`src/rtl/pixel_pkg.sv`:
```
// Shared types and constants for the 2x2 pixel array readout.
package pixel_pkg;

  typedef enum logic [1:0] {
    IDLE  = 2'd0,
    PUSH0 = 2'd1,
    PUSH1 = 2'd2
  } seq_state_t;

  localparam int PIX_W_DEF      = 8;
  localparam int ACC_W_DEF      = 12;
  localparam int FIFO_DEPTH_DEF = 4;

  localparam int NUM_ROWS = 2;
  localparam int NUM_COLS = 2;
  localparam int NUM_PIX  = NUM_ROWS * NUM_COLS;

  // Pixel k sits at k = 2*row + col.
  localparam int PIX_R0C0 = 0;
  localparam int PIX_R0C1 = 1;
  localparam int PIX_R1C0 = 2;
  localparam int PIX_R1C1 = 3;

  function automatic logic [1:0] pix_index(input logic row, input logic col);
    return {row, col};
  endfunction

endpackage

```
`src/rtl/readout_fifo.sv`:
```
// Synchronous output buffer with full/empty flags and same-cycle push/pop.
module readout_fifo
  import pixel_pkg::*;
#(
  parameter int WIDTH = PIX_W_DEF + 2,
  parameter int DEPTH = FIFO_DEPTH_DEF
) (
  input  logic             clk,
  input  logic             reset,
  input  logic             push,
  input  logic [WIDTH-1:0] push_data,
  input  logic             pop,
  output logic [WIDTH-1:0] pop_data,
  output logic             full,
  output logic             empty
);

  localparam int AW = (DEPTH > 1) ? $clog2(DEPTH) : 1;

  logic [WIDTH-1:0] mem_reg [DEPTH];
  logic [AW-1:0]    wr_ptr_reg;
  logic [AW-1:0]    rd_ptr_reg;
  logic [AW:0]      count_reg;
  logic [AW:0]      count_next;
  logic             do_push;
  logic             do_pop;

  assign full  = (count_reg == (AW+1)'(DEPTH));
  assign empty = (count_reg == '0);

  // A pop frees a slot in the same cycle, so a full buffer still accepts.
  assign do_pop  = pop & ~empty;
  assign do_push = push & (~full | do_pop);

  assign pop_data = mem_reg[rd_ptr_reg];

  always_comb begin
    count_next = count_reg;
    case ({do_push, do_pop})
      2'b10:   count_next = count_reg + (AW+1)'(1);
      2'b01:   count_next = count_reg - (AW+1)'(1);
      default: count_next = count_reg;
    endcase
  end

  always_ff @(posedge clk) begin
    if (reset) begin
      wr_ptr_reg <= '0;
      rd_ptr_reg <= '0;
      count_reg  <= '0;
    end else begin
      count_reg <= count_next;
      if (do_push) wr_ptr_reg <= wr_ptr_reg + AW'(1);
      if (do_pop)  rd_ptr_reg <= rd_ptr_reg + AW'(1);
    end
  end

  always_ff @(posedge clk) begin
    if (do_push) mem_reg[wr_ptr_reg] <= push_data;
  end

endmodule

```
`src/rtl/pixel_array_readout.sv`:
```
// 2x2 pixel array: saturating charge integration, row readout sequencer, output buffer.
// Optional protocol checker enabled by defining PIXEL_PROTOCOL_CHECK_EN.
module pixel_array_readout
  import pixel_pkg::*;
#(
  parameter int PIX_W      = PIX_W_DEF,
  parameter int ACC_W      = ACC_W_DEF,
  parameter int FIFO_DEPTH = FIFO_DEPTH_DEF
) (
  input  logic                   clk,
  input  logic                   reset,
  input  logic                   erase,
  input  logic                   expose,
  input  logic                   nre1,
  input  logic                   nre2,
  input  logic                   adc,
  input  logic [4*PIX_W-1:0]     light,
  output logic [PIX_W+1:0]       pix_data,
  output logic                   pix_valid,
  input  logic                   pix_ready,
  output logic                   frame_done,
  output logic                   overrun,
  output logic                   proto_err
);

  logic [ACC_W-1:0] acc_reg [NUM_PIX];

  generate
    for (genvar gi = 0; gi < NUM_PIX; gi++) begin : g_pix
      logic [PIX_W-1:0] light_k;
      logic [ACC_W:0]   sum_k;

      assign light_k = light[gi*PIX_W +: PIX_W];
      assign sum_k   = {1'b0, acc_reg[gi]} + (ACC_W+1)'(light_k);

      always_ff @(posedge clk) begin
        if (reset || erase) begin
          acc_reg[gi] <= '0;
        end else if (expose) begin
          acc_reg[gi] <= sum_k[ACC_W] ? {ACC_W{1'b1}} : sum_k[ACC_W-1:0];
        end
      end
    end
  endgenerate

  seq_state_t state_reg;
  seq_state_t state_next;
  logic       row_reg;
  logic       row_next;
  logic       adc_prev_reg;
  logic       adc_rise;
  logic       one_row;
  logic       push;
  logic       push_col;

  assign adc_rise = adc & ~adc_prev_reg;
  assign one_row  = nre1 ^ nre2;

  always_comb begin
    state_next = state_reg;
    row_next   = row_reg;
    push       = 1'b0;
    push_col   = 1'b0;
    case (state_reg)
      IDLE: begin
        if (adc_rise && one_row) begin
          state_next = PUSH0;
          // Only one enable is low here: nre1 high means row 1 was selected.
          row_next   = nre1;
        end
      end
      PUSH0: begin
        push       = 1'b1;
        push_col   = 1'b0;
        state_next = PUSH1;
      end
      PUSH1: begin
        push       = 1'b1;
        push_col   = 1'b1;
        state_next = IDLE;
      end
      default: state_next = IDLE;
    endcase
  end

  always_ff @(posedge clk) begin
    if (reset) begin
      state_reg    <= IDLE;
      row_reg      <= 1'b0;
      adc_prev_reg <= 1'b0;
    end else begin
      state_reg    <= state_next;
      row_reg      <= row_next;
      adc_prev_reg <= adc;
    end
  end

  logic [PIX_W-1:0] push_code;
  logic [PIX_W+1:0] push_data;
  logic             fifo_full;
  logic             fifo_empty;
  logic             pop_fire;
  logic             drop;

  assign push_code = acc_reg[pix_index(row_reg, push_col)][ACC_W-1 -: PIX_W];
  assign push_data = {row_reg, push_col, push_code};
  assign pop_fire  = pix_valid & pix_ready;
  assign drop      = push & fifo_full & ~pop_fire;

  readout_fifo #(
    .WIDTH (PIX_W + 2),
    .DEPTH (FIFO_DEPTH)
  ) u_fifo (
    .clk       (clk),
    .reset     (reset),
    .push      (push),
    .push_data (push_data),
    .pop       (pix_ready),
    .pop_data  (pix_data),
    .full      (fifo_full),
    .empty     (fifo_empty)
  );

  assign pix_valid = ~fifo_empty;

  logic frame_done_reg;
  logic overrun_reg;

  always_ff @(posedge clk) begin
    if (reset) begin
      frame_done_reg <= 1'b0;
      overrun_reg    <= 1'b0;
    end else begin
      // Fires after the row-1 col-1 push cycle whether or not the word fit.
      frame_done_reg <= (state_reg == PUSH1) && row_reg;
      overrun_reg    <= overrun_reg | drop;
    end
  end

  assign frame_done = frame_done_reg;
  assign overrun    = overrun_reg;

`ifdef PIXEL_PROTOCOL_CHECK_EN
  logic proto_err_reg;

  always_ff @(posedge clk) begin
    if (reset) begin
      proto_err_reg <= 1'b0;
    end else begin
      proto_err_reg <= proto_err_reg
                     | (~nre1 & ~nre2)
                     | (expose & erase)
                     | (adc & nre1 & nre2)
                     | (expose & adc);
    end
  end

  assign proto_err = proto_err_reg;
`else
  assign proto_err = 1'b0;
`endif

endmodule

```
`config.mk`:
```
export PLATFORM = sky130hd
export DESIGN_NAME = pixel_array_readout
export DESIGN_NICKNAME = d
export VERILOG_FILES = /design/src/rtl/pixel_pkg.sv /design/src/rtl/readout_fifo.sv /design/src/rtl/pixel_array_readout.sv
export SDC_FILE = /design/constraint.sdc
export NUM_CORES = 1
export LEC_CHECK = 0
export ABC_AREA = 1
export CORE_ASPECT_RATIO = 0.9
export CORE_UTILIZATION = 68
export DETAILED_ROUTE_END_ITERATION = 10
export DONT_BUFFER_PORTS = 1
export PLACE_DENSITY = 0.84
export SLEW_MARGIN = 20
export SYNTH_ARGS = -nofsm -noshare
export SYNTH_HDL_FRONTEND = slang
export SYNTH_HIERARCHICAL = 1
export SYNTH_SLANG_ARGS = --single-unit
```
`constraint.sdc`:
```
create_clock -name clk -period 5.95 [get_ports clk]
set_clock_uncertainty 0.1 [all_clocks]
set_input_delay 0.595 -clock clk [delete_from_list [all_inputs] [get_ports clk]]
set_output_delay 0.595 -clock clk [all_outputs]
set_load 0.01 [all_outputs]
```
# Word-level counts from Yosys, hierarchy flattened
# Memory sizes are Yosys's and may differ from the RTL's. A register that Yosys moved wholly into a read port is not among the register bits.
# Cells that the tools add are included.
# word_totals
ff_bits,13
ram_bits,88
out_inout_bits,14
wordCells,70
memories,2
# classes
n_addsub,8
eq_ne,6
n_mux,22
n_bitwise,16
reduce_logical,8
# memory_table
memory,words,width,rd,rd_ports_with_merged_regs,wr,line_no,rtl
acc_reg,4,12,5,0,4,pixel_array_readout.sv:26,logic [ACC_W-1:0] acc_reg [NUM_PIX];
u_fifo.mem_reg,4,10,1,1,1,readout_fifo.sv:20,logic [WIDTH-1:0] mem_reg [DEPTH];
# ops
operator,n
12-bit 2-to-1 mux,8
12-bit by 8-bit adder with 13-bit output,4
1-bit 2-to-1 mux,9
2-bit 2-to-1 mux,3
1-bit OR,6
3-bit case mux with 2 select lines,1
1-bit AND,5
2-bit by 1-bit adder with 2-bit output (second input constant),2
2-bit by 1-bit == test with 1-bit output (second input constant),2
2-bit == test (second input constant),2
1-bit inverter,4
2-bit case mux with 2 select lines,1
3-bit by 1-bit adder with 3-bit output (second input constant),1
3-bit == test (second input constant),1
3-bit zero test,1
3-bit by 1-bit subtractor with 3-bit output (second input constant),1
1-bit logical AND,2
2-bit zero test,1
2-bit != test (second input constant),1
2-bit AND reduction,1
2-bit nonzero test,1
2-bit OR reduction,1
1-bit logical OR,1
1-bit XOR,1

# Logic depth before layout (Yosys ltp)
# depth
depth_word,7
mapped_depth,12
depth_no_buf,12

# Hierarchy
# The synthesis kept the hierarchy.
# by_module_without_submodules
module,instances,cells_each,area_each_um2
pixel_array_readout,1,619,4503.1
readout_fifo,1,161,1959.4

# Least setup slack after synthesis
# OpenSTA, ideal clock, no wires.
# synth_path
path_type,input port to flip-flop
from,input port light[0]
to,memory acc_reg[0][1] (netlist bit) (data pin)
t_arrival_ns,1.890
required_ns,5.597
setup_slack_ns,3.707
cell_stages,12
path_buffers,0
cell_sequence,ha_1 > fa_1 > nand2_1 > inv_1 > nand2_1 > nand3_2 > nand2_1 > nand2_2 > nand2_4 > inv_2 > o21ai_1 > inv_1
# synth_rtl
element,line_no,rtl
start: declaration,pixel_array_readout.sv:17,"input logic [4*PIX_W-1:0] light,"
end: declaration,pixel_array_readout.sv:26,

==> results_dict.tcl <==
set metrics [dict create \
    status "complete, no violations" \
    syn_nets 864 \
    r2r-end "u_fifo/mem_reg[0][7]$_DFFE_PP_" \
    p_leak_nw 3.23 \
    dp_hpwl_um 9890 \
    drive_above_1_share_pct 6.26 \
    root_buffer "clkbuf_8" \
    layout_common_cells "nand2_1, inv_1, edfxtp_1" \
    wl_um 13700 \
    synth_edf_count 88 \
    finalCriticalPeriod_ps 2800 \
    die_h_um 94.5 \
    async_reset_ff_share_pct 0 \
    route.detailed.drc 0 \
    power_mw 1.78 \
    min_path_type "in2reg" \
    timing.fmax_mhz 358 \
    cp.arrival_ps 2100 \
    dr.pass1.iters 5 \
    route.met2.wl_um 6650 \
    grt_max_degree 49 \
    postSynthAreaPerCell_um2 8.29 \
    route.top_layer_used "met4" \
    worstSetupPathType "reg2out" \
    clock_latency_ps 380 \
    setup_viol 0 \
    regArea_um2 2940 \
    drt-initial-drc-count 406 \
    crit_required_ps 5260 \
    met1_length_um 5800 \
    gp_congestion 0.904 \
    nNetsFinal 862 \
    r2r_cells 6 \
    antenna_left 0 \
    coreArea_um2 9170 \
    grt_pass1_vias 4944 \
    largest_reg_flops 48 \
    die-area_um2 9900 \
    area.growth.synth_to_final_pct 4.82 \
    yosys_register_bits 103 \
    worst_slack_ps 3150 \
    netlist_area_um2 6460 \
    p_per_area_nw_per_um2 263 \
    vias_per_cell 5.75 \
    min_path_cells 1 \
    min_to "state_reg[1]$_SDFFE_PP0P_" \
    synth.distinct_cells 42 \
    final_common_cell "nand2_1" \
    yosysSeqAreaShare_pct 45.5 \
    clock-sinks 103 \
    slew_viol_final 0 \
    vias 5203 \
    path_clk_slew_ps 110 \
    slew_headroom_pct 29.4 \
    worstSetupEndpointType "output pin" \
    reg2reg_slack_ps 3420 \
    clockBufferDepth 2 \
    route.met3.wl_um 1110 \
    dpl_worst_slack_ps 3510 \
    grt_antenna_before_repair 0 \
    cts_hold_buf 0 \
    cts_max_level 3 \
    cp_max_fo 21 \
    grt_pass1_wl_um 22200 \
    final_hold_viol_count 0 \
    r2r-start "state_reg[0]$_SDFFE_PP0P_" \
    ir_drop_uv 146 \
    cp-start-kind "flip-flop" \
    cts_buffers 9 \
    fill_cells 714 \
    min_from "reset" \
    worstMarginPinSlew_ps 1060 \
    postSynthCellCount 780 \
    synthFlopType "edfxtp_1" \
    fin_setup_tns_ps 0 \
    placementRows 33 \
    fin_crit_sh_pct 47.0 \
    cts_resized 0 \
    io_pins 54 \
    yosys_warnings 6 \
    num_antenna_cells 0 \
    fp.dieW_um 105 \
    maxCapViolCount 0 \
    rsz0062_at_grt "no" \
    overflow 0 \
    place.port_buffers 0 \
    start_util_pct 70.5 \
    drt-wirelength-per-cell_um 15.2 \
    grtUsageTotal_pct 28.7 \
    cts_tree "built" \
    multi_input_area_um2 3000 \
    postCtsSetupBuffers 0 \
]
## kinds of logic after synthesis
group / count (synthesis) / synth area share [%]
compound gates: 141 / 12.1
fa+ha+maj: 44 / 9.10
simple gates: 340 / 23.2
xor+xnor: 14 / 1.90
flops: 103 / 45.5
other cells: 1 / 0.0580
buf+inv: 137 / 8.15
## power breakdown
group,switching [mW],internal (mW)
clock,0.280,0.169
combinational,0.290,0.141
sequential,0.0529,0.847
## per-stage QoR
| step | utilization [%] | hold slack, ps | instances | instance area (um^2) |
|---|---|---|---|---|
| after global placement | 71.6 | 350 | 889 | 6560 |
| after CTS | 73.9 | 148 | 905 | 6770 |
| after floorplan | - | 336 | 780 | 6460 |
| final | 73.9 | 162 | 905 | 6770 |
| after detailed placement | 71.6 | 374 | 889 | 6560 |
| after global routing | 73.9 | 138 | 905 | 6770 |
## area by class of cell
cell class / count / share of cell area (%)
Multi-Input combinational cell: 540 / 44.2
Inverter: 122 / 6.76
Clock inverter: 7 / 1.27
Timing Repair Buffer: 2 / 0.222
Tap cell: 122 / 2.25
Clock buffer: 9 / 1.83
Sequential cell: 103 / 43.4
## worst max-delay path, cell delays in order, from the launching register on
cell	delay [ps]
dfxtp_1	760
inv_1	470
o21ai_0	320
o22ai_1	170
## cell usage after synthesis (4+ instances only)
| cell | count | share of area [%] |
|---|---|---|
| nor2_1 | 82 | 4.8 |
| o21ai_0 | 49 | 3.8 |
| nand2_2 | 9 | 0.87 |
| o21ai_1 | 9 | 0.70 |
| edfxtp_1 | 88 | 41 |
| o22ai_1 | 14 | 1.4 |
| dfxtp_1 | 15 | 4.6 |
| nand4_1 | 14 | 1.4 |
| xnor2_1 | 6 | 0.81 |
| inv_1 | 118 | 6.9 |
| inv_2 | 4 | 0.23 |
| nand2_1 | 171 | 9.9 |
| a31oi_1 | 4 | 0.39 |
| nand3_1 | 45 | 3.5 |
| xor2_1 | 8 | 1.1 |
| a21oi_1 | 50 | 3.9 |
| fa_1 | 5 | 1.5 |
| clkbuf_1 | 9 | 0.52 |
| ha_1 | 39 | 7.6 |
## worst max path at each step
stage               from                     endpoint  slack [ps]  cells past startpoint
5_1_grt        flip-flop                  pix_data[9]        2940                      3
4_1_cts        flip-flop                  pix_data[9]        3180                      3
6_report       flip-flop                  pix_data[9]        3150                      3
3_5_place_dp    light[0]  acc_reg[0][1]$_SDFFCE_PN0P_        3510                     12
2_1_floorplan   light[0]  acc_reg[0][1]$_SDFFCE_PN0P_        3710                     12
3_3_place_gp    light[0]  acc_reg[0][1]$_SDFFCE_PN0P_        3610                     12
## routing by layer
metal  GRT usage [%]  vias up
li1                -     2586
met1            36.3     2378
met2            50.1      220
met3            6.49       19
met4            8.33        0
met5               0        -
Power figures use the tool's default switching activity.
